**src/rtl/net_interface.sv**
```systemverilog
// net_interface: CPU-side network port bridging a CPU MEM stage to a router.
//
// Two independent DEPTH x 32 FIFOs:
//   TX: the CPU pushes (NET_WRITE) and the router pops via TX_VALID/TX_READY.
//   RX: the router pushes via RX_VALID/RX_READY and the CPU pops (NET_READ).
// CPU reads are zero-latency. A read on an empty RX FIFO stalls the CPU
// (NET_BUSYWAIT). If nothing arrives within RD_TIMEOUT stall cycles, the CPU
// is released with 32'hFFFF_FFFF.
//
// Ports:
//   CLK, RESET            clock; synchronous active-low reset
//   NET_WRITE/_DATA       CPU send request and packet word
//   NET_READ/_DATA        CPU receive request and packet word (combinational)
//   NET_BUSYWAIT          CPU stall (write to a full TX FIFO or blocked read)
//   TX_VALID/DATA/READY   router-bound stream
//   RX_VALID/DATA/READY   router-sourced stream
//   RX_COUNT              registered RX occupancy
module net_interface #(
    parameter int DEPTH      = 4,
    parameter int RD_TIMEOUT = 16
) (
    input  logic                       CLK,
    input  logic                       RESET,
    input  logic                       NET_WRITE,
    input  logic [31:0]                NET_WRITE_DATA,
    input  logic                       NET_READ,
    output logic [31:0]                NET_READ_DATA,
    output logic                       NET_BUSYWAIT,
    output logic                       TX_VALID,
    output logic [31:0]                TX_DATA,
    input  logic                       TX_READY,
    input  logic                       RX_VALID,
    input  logic [31:0]                RX_DATA,
    output logic                       RX_READY,
    output logic [$clog2(DEPTH):0]     RX_COUNT
);
    localparam int AW = $clog2(DEPTH);
    localparam int CW = AW + 1;
    localparam int WW = $clog2(RD_TIMEOUT);

    typedef enum logic [1:0] {S_IDLE, S_WAIT, S_TIMEOUT} state_t;

    logic [31:0]   tx_mem [DEPTH];
    logic [AW-1:0] tx_wr_ptr_reg, tx_rd_ptr_reg;
    logic [CW-1:0] tx_count_reg;
    logic [31:0]   rx_mem [DEPTH];
    logic [AW-1:0] rx_wr_ptr_reg, rx_rd_ptr_reg;
    logic [CW-1:0] rx_count_reg;

    state_t        state_reg, state_next;
    logic [WW-1:0] wait_cnt_reg, wait_cnt_next;

    logic tx_full, tx_push, tx_pop;
    logic rx_full, rx_empty, rx_push, rx_pop;
    logic read_stall, read_timeout;

    assign tx_full  = (tx_count_reg == CW'(DEPTH));
    assign rx_full  = (rx_count_reg == CW'(DEPTH));
    assign rx_empty = (rx_count_reg == '0);

    // A full TX FIFO still accepts a write on the edge the router drains it.
    assign tx_pop  = TX_VALID && TX_READY;
    assign tx_push = NET_WRITE && (!tx_full || tx_pop);
    assign rx_push = RX_VALID && RX_READY;
    // The timeout cycle releases the CPU with a dummy word and never consumes data.
    assign rx_pop  = NET_READ && !rx_empty && (state_reg != S_TIMEOUT);

    assign TX_VALID      = (tx_count_reg != '0);
    assign TX_DATA       = tx_mem[tx_rd_ptr_reg];
    assign RX_READY      = !rx_full;
    assign RX_COUNT      = rx_count_reg;
    assign NET_READ_DATA = read_timeout ? 32'hFFFF_FFFF : rx_mem[rx_rd_ptr_reg];
    assign NET_BUSYWAIT  = (NET_WRITE && tx_full && !TX_READY) || read_stall;

    always_ff @(posedge CLK) begin
        if (!RESET) begin
            tx_wr_ptr_reg <= '0;
            tx_rd_ptr_reg <= '0;
            tx_count_reg  <= '0;
            for (int i = 0; i < DEPTH; i++) tx_mem[i] <= '0;
        end else begin
            if (tx_push) begin
                tx_mem[tx_wr_ptr_reg] <= NET_WRITE_DATA;
                tx_wr_ptr_reg         <= tx_wr_ptr_reg + 1'b1;
            end
            if (tx_pop) tx_rd_ptr_reg <= tx_rd_ptr_reg + 1'b1;
            case ({tx_push, tx_pop})
                2'b10:   tx_count_reg <= tx_count_reg + 1'b1;
                2'b01:   tx_count_reg <= tx_count_reg - 1'b1;
                default: tx_count_reg <= tx_count_reg;
            endcase
        end
    end

    always_ff @(posedge CLK) begin
        if (!RESET) begin
            rx_wr_ptr_reg <= '0;
            rx_rd_ptr_reg <= '0;
            rx_count_reg  <= '0;
            for (int i = 0; i < DEPTH; i++) rx_mem[i] <= '0;
        end else begin
            if (rx_push) begin
                rx_mem[rx_wr_ptr_reg] <= RX_DATA;
                rx_wr_ptr_reg         <= rx_wr_ptr_reg + 1'b1;
            end
            if (rx_pop) rx_rd_ptr_reg <= rx_rd_ptr_reg + 1'b1;
            case ({rx_push, rx_pop})
                2'b10:   rx_count_reg <= rx_count_reg + 1'b1;
                2'b01:   rx_count_reg <= rx_count_reg - 1'b1;
                default: rx_count_reg <= rx_count_reg;
            endcase
        end
    end

    always_ff @(posedge CLK) begin
        if (!RESET) begin
            state_reg    <= S_IDLE;
            wait_cnt_reg <= '0;
        end else begin
            state_reg    <= state_next;
            wait_cnt_reg <= wait_cnt_next;
        end
    end

    // The IDLE cycle that discovers the empty FIFO is itself a stall cycle,
    // so WAIT ends one count early to give RD_TIMEOUT stall cycles in total.
    always_comb begin
        state_next    = state_reg;
        wait_cnt_next = wait_cnt_reg;
        read_stall    = 1'b0;
        read_timeout  = 1'b0;
        case (state_reg)
            S_IDLE: begin
                if (NET_READ && rx_empty) begin
                    read_stall    = 1'b1;
                    state_next    = S_WAIT;
                    wait_cnt_next = '0;
                end
            end
            S_WAIT: begin
                if (!NET_READ || !rx_empty) begin
                    state_next = S_IDLE;
                end else begin
                    read_stall = 1'b1;
                    if (wait_cnt_reg == WW'(RD_TIMEOUT - 2)) begin
                        state_next = S_TIMEOUT;
                    end else begin
                        wait_cnt_next = wait_cnt_reg + 1'b1;
                    end
                end
            end
            S_TIMEOUT: begin
                read_timeout = 1'b1;
                state_next   = S_IDLE;
            end
            default: state_next = S_IDLE;
        endcase
    end
endmodule

```
**config.mk**
```make
export PLATFORM = sky130hd
export DESIGN_NAME = net_interface
export DESIGN_NICKNAME = d
export VERILOG_FILES = /design/src/rtl/net_interface.sv
export SDC_FILE = /design/constraint.sdc
export NUM_CORES = 1
export LEC_CHECK = 0
export CAP_MARGIN = 10
export CELL_PAD_IN_SITES_DETAIL_PLACEMENT = 1
export CELL_PAD_IN_SITES_GLOBAL_PLACEMENT = 1
export CORE_MARGIN = 2
export CORE_UTILIZATION = 43
export DETAILED_ROUTE_END_ITERATION = 10
export PLACE_DENSITY_LB_ADDON = 0.1
export SLEW_MARGIN = 40
export SYNTH_ARGS = -nofsm -noshare
export SYNTH_HDL_FRONTEND = slang
export SYNTH_SLANG_ARGS = --single-unit
```
**constraint.sdc**
```tcl
create_clock -name CLK -period 3.4 [get_ports CLK]
set_clock_uncertainty 0.05 [all_clocks]
set_input_delay 0.51 -clock CLK [delete_from_list [all_inputs] [get_ports CLK]]
set_output_delay 0.51 -clock CLK [all_outputs]
set_load 0.005 [all_outputs]
```
==> impl_metrics.ini, run 1 <==
[clock_tree]
cts_resized = 0
clkTransAtPathRegs_ns = 0.06
postCtsSetupBuffers = 0
cts-root-buf = clkbuf_16
cts_sinks = 280
cts_tree = built
clock_path_buffers = 3
ctsHoldBuffers = 0
numCtsBuffers = 30
clock_latency_ns = 0.55
htree_num_levels = 1

[final_layout]
final_cell_count_no_fill = 1361
n_antenna_cell = 0
fill_cells = 2715
finalNetCount = 1031
area_growth_pct = 23.8
drive_gt1_share_pct = 21.8
stdcell_area_um2 = 15500

[timing]
fin_setup_tns_ns = 0
fin_crit_sh_pct = 90.7
setup_violations = 0
rsz0062_at_grt = false
holdWs_ns = 0.432
relSlewSlack_pct = 63.2
min_period_ns = 3.08
final_max_slew_viol_count = 0
worst_pin_slew_ns = 0.550
hold_viol = 0
timing.fmax_mhz = 324

[critical_path]
worstSetupEndpointType = primary output
cp_top_family = buffers and inverters
critPathArrivalTime_ns = 2.52
cp-start-kind = flip-flop
cp_max_fo = 18
crit_type = flip-flop to primary output
rrSetupSlack_ns = 0.91
cp_cell_sequence = buf_12, mux4_2, or2_2, clkdlybuf4s50_1
cpMaxStageDelayCell = dfxtp_2
cp.required_ns = 2.84
worstPathBufferInverterCount = 2
slowest_delay_ns = 0.64

[floorplanning]
rows = 62
die_h_um = 175
coreArea_um2 = 28700
die_x_um = 175
die_area_um2 = 30500
io_pins = 140
start_util_pct = 43.6

[global_route]
grt_pass1_wl_mm = 45.8
grt_max_degree = 34
grt_pass1_vias = 8155
met1_usage_pct = 23.2
track_usage_pct = 19.6
gr-usage-met2_pct = 36.5
met3_usage_pct = 3.96
antenna_found_initial = 2
globalRouteOverflowTotal = 0
grt-busiest-layer = met2

[placement]
post-dp-hpwl_mm = 18.0
place_area_um2 = 14600
port_buffers = 139
placedCellCount = 1307
place_congestion = 0.729

[flow_run]
drv_cap = 0

[hold_path]
hold_class = flip-flop to flip-flop

[routing]
vias = 7107
remaining_drc_errors = 0
antenna_left = 0
dr.pass1.iters = 4
wirelength_mm = 29.4
drt-wirelength-per-cell_um = 21.6
drt_iter0_drc = 382
viasPerCell = 5.22

[pwr]
power_frac_seq_pct = 44.3
irDropWorstVdd_v = 0.000377
combPwrFrac_pct = 23.7
switching_share_pct = 24.9
internal_power_mw = 7.24
clkPwrFrac_pct = 32.0
power_density_nw_per_um2 = 623
leakagePower_nw = 5.63
power_switching_mw = 2.41
total_power_mw = 9.65

[yosys]
syn_nets = 875
synth_area_leader_cell = edfxtp_1
synthDistinctLibCells = 45
synthCells = 799
synth_top_cells_by_count = edfxtp_1, and2_1, mux4_2
synth_area_leaders = edfxtp_1, and2_1, mux4_2
synth_top_area_share_pct = 61.5
synth-edff-count = 256
yosys_register_bits = 280
ys.warnings.count = 0
async_reset_ff_share_pct = 0
synth_ff_type = edfxtp_1
synth.most_common_cell = edfxtp_1
yosysSeqAreaShare_pct = 65.3
syn_area_um2 = 12500
synth.avg_cell_area_um2 = 15.6

[run_status]
status = finished clean
==> worst reg2reg max path, cell delays in order (launching register included) <==
cell and delay, ns:
dfxtp_1 0.39, or4b_4 0.58, nand2_1 0.16, ha_1 0.21
inv_1 0.06, fa_1 0.37, xor2_1 0.16, or3_1 0.30
a21oi_1 0.14
==> per-stage QoR <==
step	utilization, %	setup WS, ns
final	53.9	0.318
after global routing	53.9	0.191
after CTS	53.9	0.276
after detailed placement	50.7	0.325
after global placement	50.7	0.375
after floorplan	-	-0.149
==> per-layer routing <==
layer  up-vias  wire length (um)
met4         4               471
li1       3219                 -
met3        44              1380
met5         -                27
met1      3693             11800
met2       147             15800
==> worst paths after layout <==
check	from	to	cells after the start
max	flip-flop	NET_READ_DATA[23]	4
min	rx_rd_ptr_reg[1]	flip-flop	2
max reg2reg	tx_count_reg[1]	tx_count_reg[2]	8
min reg2reg	rx_rd_ptr_reg[1]	flip-flop	2
==> power groups by stage <==
| stage | combinational, mW | clock, mW | sequential, mW |
|---|---|---|---|
| 3_5_place_dp | 2.33 | 0 | 4.35 |
| 3_3_place_gp | 2.29 | 0 | 4.32 |
| 6_report | 2.29 | 3.08 | 4.28 |
| 4_1_cts | 2.34 | 3.17 | 4.28 |
| 5_1_grt | 2.47 | 3.28 | 4.31 |
| 2_1_floorplan | 1.27 | 0 | 4.29 |
==> cell type report <==
cell class	instances	area (um^2)	share of cell area, %
Multi-Input combinational cell	459	4170	26.9
Tap cell	384	480	3.10
Inverter	15	56.3	0.364
Sequential cell	280	8170	52.8
Clock inverter	13	106	0.687
Timing Repair Buffer	169	1680	10.8
Clock buffer	41	813	5.25
==> placed cells by master (no fill, tap or decap), types with 3 or more instances in the layout <==
cell	n
a21o_1	3
a21oi_1	8
and2_1	232
and2_4	26
buf_12	5
buf_4	25
clkbuf_1	10
clkbuf_16	31
clkdlybuf4s50_1	139
clkinv_1	7
clkinv_2	4
dfxtp_1	20
dfxtp_2	4
edfxtp_1	256
ha_1	4
inv_1	15
mux2i_1	3
mux4_2	64
nand2_1	8
nand2b_1	5
nand3_1	5
nor2_1	13
nor4_4	3
o21ai_0	6
o21ai_4	6
or2_2	32
or3_1	7
xor2_1	5
==> kinds of logic after synthesis <==
kind of cell    count (synthesis)  share of synthesized area [%]
compound gates                 30                           1.40
xor+xnor                        6                          0.420
fa+ha+maj                       6                          0.721
buf+inv                        60                           2.15
flops                         280                           65.3
mux                            67                           11.8
simple gates                  350                           18.2
(Power assumes the default switching activity.)
==> run 2: changes to the inputs <==
CTS_CLUSTER_SIZE = 40   (was unset)
GPL_ROUTABILITY_DRIVEN = 0   (was unset)
PLACE_DENSITY = 0.83   (was unset)
PLACE_DENSITY_LB_ADDON = unset   (was 0.1)
==> run 2 against run 1 <==
Die area unchanged; wire length grew 1.1%; hold slack better by 0.012 ns; count of clock-buffer cells in the layout is 1 higher; combinational power barely moved; critical endpoint is now NET_READ_DATA[28]; design area grew 0.65%.
==> impl_metrics.ini, run 2 (synthesis gave the netlist of run 1 again) <==
[critical_path]
cp.required_ns = 2.84
worstSetupEndpointType = primary output
slowest_delay_ns = 0.66
cp-start-kind = flip-flop
cp_cell_sequence = buf_12, mux4_2, or2_2, clkdlybuf4s50_1
cp_max_fo = 17
worstPathBufferInverterCount = 2
crit_type = flip-flop to primary output
critPathArrivalTime_ns = 2.53
cp_top_family = buffers and inverters
cpMaxStageDelayCell = dfxtp_2

[clock_tree]
cts_sinks = 280
postCtsSetupBuffers = 0
clock_path_buffers = 3
htree_num_levels = 1
cts_tree = built
ctsHoldBuffers = 0
clkTransAtPathRegs_ns = 0.06
cts-root-buf = clkbuf_16
numCtsBuffers = 31
cts_resized = 0
clock_latency_ns = 0.54

[final_layout]
stdcell_area_um2 = 15600
final_common_cell = edfxtp_1
layout.cells.most_common_list = edfxtp_1, and2_1, clkdlybuf4s50_1
regArea_um2 = 8170
multiInputGateArea_um2 = 4170
fill_cells = 2717
drive_gt1_share_pct = 22.5
finalNetCount = 1029
n_antenna_cell = 0
area_growth_pct = 24.6

[pwr]
irDropWorstVdd_v = 0.000377
power_density_nw_per_um2 = 644
total_power_mw = 10.0
leakagePower_nw = 5.66

[placement]
port_buffers = 139
place_ws_ns = 0.283
place_area_um2 = 14500
post-dp-hpwl_mm = 18.2

[global_route]
antenna_found_initial = 1
globalRouteOverflowTotal = 0
grt_pass1_wl_mm = 46.9
track_usage_pct = 20.0
grt_max_degree = 34
grt_pass1_vias = 8037

[timing]
rsz0062_at_grt = false
fin_crit_sh_pct = 90.8
setup_violations = 0
min_period_ns = 3.09
worst_pin_slew_ns = 0.539
timing.fmax_mhz = 324
timing.final.ws_setup_ns = 0.311
relSlewSlack_pct = 64.1
final_max_slew_viol_count = 0
hold_viol = 0

[routing]
dr.pass1.iters = 4
vias = 7134
antenna_left = 0
drt_iter0_drc = 397
drt-wirelength-per-cell_um = 21.9
remaining_drc_errors = 0
wirelength_mm = 29.8
viasPerCell = 5.24

[floorplanning]
coreArea_um2 = 28700
start_util_pct = 43.6
die_h_um = 175
rows = 62
die_area_um2 = 30500
io_pins = 140
die_x_um = 175

[run_status]
status = finished clean

[hold_path]
hold_class = flip-flop to flip-flop

[flow_run]
drv_cap = 0
==> run 2: cell count changes in the layout (fill, tap and decap cells not counted), sizes merged <==
cell,change
clkbuf,+1
bufinv,+3
clkinvlp,+4
clkinv,-5
buf,-3
==> run 2: worst reg2reg max path: stages (launching register included) <==
cell and delay [ns]:
dfxtp_1 0.40, or4b_4 0.58, nand2_1 0.15, ha_1 0.21, inv_1 0.06, fa_1 0.38, xor2_1 0.16, or3_1 0.31
a21oi_1 0.16
==> run 2: worst paths after layout <==
path | start | end | slack, ns | cells after the start
max | flip-flop | NET_READ_DATA[28] | 0.31 | 4
min | rx_rd_ptr_reg[1] | flip-flop | 0.44 | 2
max reg2reg | tx_count_reg[1] | tx_count_reg[2] | 0.86 | 8
min reg2reg | rx_rd_ptr_reg[1] | flip-flop | 0.44 | 2
==> run 2: stage by stage <==
stage	hold WS [ns]	setup TNS, ns	util, %	std cells
after floorplan	0.395	-9.55	-	799
after global placement	0.406	0	50.6	1304
after detailed placement	0.434	0	50.6	1304
after CTS	0.443	0	54.3	1361
after global routing	0.464	0	54.3	1361
final	0.443	0	54.3	1361
==> run 2: layout make-up <==
cell class / count / share of cell area (%)
well taps: 384 / 3.08
multi-input cells: 459 / 26.8
repair buffers: 166 / 10.6
inverters: 15 / 0.361
clock inverters: 15 / 1.33
clock buffers: 42 / 5.44
flip-flops and latches: 280 / 52.5
==> run 2: where the power goes <==
group	switching (mW)	internal, mW
clock network	1.34	2.12
logic	0.942	1.32
registers	0.205	4.12
==> run 2: routing by layer <==
layer	wire [um]	up-vias	track usage, %
li1	-	3224	-
met4	492	0	3.75
met3	1640	38	3.89
met1	11700	3680	24.1
met5	0	-	0
met2	16000	192	37.5
==> run 3: changes to the inputs <==
CORE_UTILIZATION = 51   (was 43)
PLACE_DENSITY = 0.92   (was 0.83)
clock period = 3.7 ns   (was 3.4 ns; I/O delays follow)
==> run 3 against run 2 <==
Via count up 0.74%; critical path depth unchanged; sequential power is 7.2% lower; setup slack got worse by 0.033 ns; sequential share of layout area up 0.37 points.
==> impl_metrics.ini, run 3 (synthesis gave the netlist of run 1 again) <==
[routing]
wirelength_mm = 30.8
viasPerCell = 5.54
drt_iter0_drc = 414
dr.pass1.iters = 4
vias = 7187
remaining_drc_errors = 0
drt-wirelength-per-cell_um = 23.8
antenna_left = 0

[placement]
post-dp-hpwl_mm = 18.9
port_buffers = 139
place_ws_ns = 0.539

[final_layout]
area_growth_pct = 23.8
multiInputGateArea_um2 = 4170
finalNetCount = 1025
fill_cells = 2145
drive_gt1_share_pct = 22.2
layout.cells.most_common_list = edfxtp_1, and2_1, clkdlybuf4s50_1
regArea_um2 = 8180
n_antenna_cell = 0
final_common_cell = edfxtp_1

[clock_tree]
clock_latency_ns = 0.53
clkTransAtPathRegs_ns = 0.06
postCtsSetupBuffers = 0
htree_num_levels = 1
cts_resized = 0
cts_sinks = 280
numCtsBuffers = 30
ctsHoldBuffers = 0
cts_tree = built
cts-root-buf = clkbuf_16
clock_path_buffers = 3

[floorplanning]
io_pins = 140
rows = 57
die_h_um = 161
start_util_pct = 51.7
die_area_um2 = 25800
coreArea_um2 = 24200
die_x_um = 161

[global_route]
grt_pass1_wl_mm = 47.6
antenna_found_initial = 0
track_usage_pct = 24.4
grt_pass1_vias = 8266
globalRouteOverflowTotal = 0
grt_max_degree = 37

[critical_path]
critPathArrivalTime_ns = 2.82
crit_type = flip-flop to primary output
cpMaxStageDelayCell = dfxtp_2
worstPathBufferInverterCount = 2
cp-start-kind = flip-flop
cp_cell_sequence = buf_12, mux4_2, or2_2, clkdlybuf4s50_1
cp_top_family = buffers and inverters
slowest_delay_ns = 0.64
cp.required_ns = 3.09
worstSetupEndpointType = primary output
cp_max_fo = 21

[timing]
final_max_slew_viol_count = 0
fin_setup_tns_ns = 0
timing.final.ws_setup_ns = 0.278
rsz0062_at_grt = false
setup_violations = 0
timing.fmax_mhz = 292
hold_viol = 0
relSlewSlack_pct = 61.6
fin_crit_sh_pct = 92.5
min_period_ns = 3.42
worst_pin_slew_ns = 0.574

[pwr]
irDropWorstVdd_v = 0.000500
power_density_nw_per_um2 = 600
leakagePower_nw = 5.64

[run_status]
status = finished clean

[hold_path]
hold_class = flip-flop to flip-flop

[flow_run]
drv_cap = 0
[run 3: cell types whose count changed in the layout (fill, tap and decap cells not counted), sizes merged]
cell	change
clkinv	+1
bufinv	+1
buf	-3
clkbuf	-3
[run 3: final timing paths]
check / startpoint / endpoint / slack, ns / cells after the start
max: flip-flop / NET_READ_DATA[22] / 0.28 / 4
min: rx_rd_ptr_reg[1] / flip-flop / 0.44 / 2
max reg2reg: tx_count_reg[1] / tx_count_reg[2] / 1.16 / 8
min reg2reg: rx_rd_ptr_reg[1] / flip-flop / 0.44 / 2
[run 3: area by class of cell]
type / instances / share of cell area [%]
Clock buffer: 39 / 5.34
Clock inverter: 17 / 1.58
Inverter: 15 / 0.364
Multi-Input combinational cell: 459 / 27.0
Sequential cell: 280 / 52.8
Tap cell: 324 / 2.62
Timing Repair Buffer: 163 / 10.3
[run 3: worst reg2reg max path: cells and delay by family (launching register included)]
kind	cells	cell delay (ns)
XOR/XNOR	1	0.17
flip-flops	1	0.40
AO/OA/AOI/OAI	1	0.16
adder cells (fa/ha/maj)	2	0.58
AND/OR/NAND/NOR	3	1.05
buffers and inverters	1	0.06
[run 3: report_power, final]
group	internal [mW]	switching, mW
sequential	3.79	0.232
clock	1.99	1.23
combinational	1.20	0.848
[run 3: stage by stage]
stage,std cells,utilization [%],total power [mW],hold WS [ns],cell area (um^2)
finish,1297,64.0,9.28,0.436,15500
global route,1297,64.0,9.63,0.489,15500
CTS,1297,64.0,9.37,0.441,15500
detailed placement,1241,59.6,6.13,0.433,14400
global placement,1241,59.6,6.02,0.406,14400
floorplan,799,-,5.10,0.395,12500
[run 3: per-layer routing]
layer  track usage, %  vias up  routed length (um)
met1             27.2     3725               11500
met2             47.2      198               17000
met5                0        -                   0
met4             5.45        0                 520
li1                 -     3217                   -
met3             5.32       47                1850
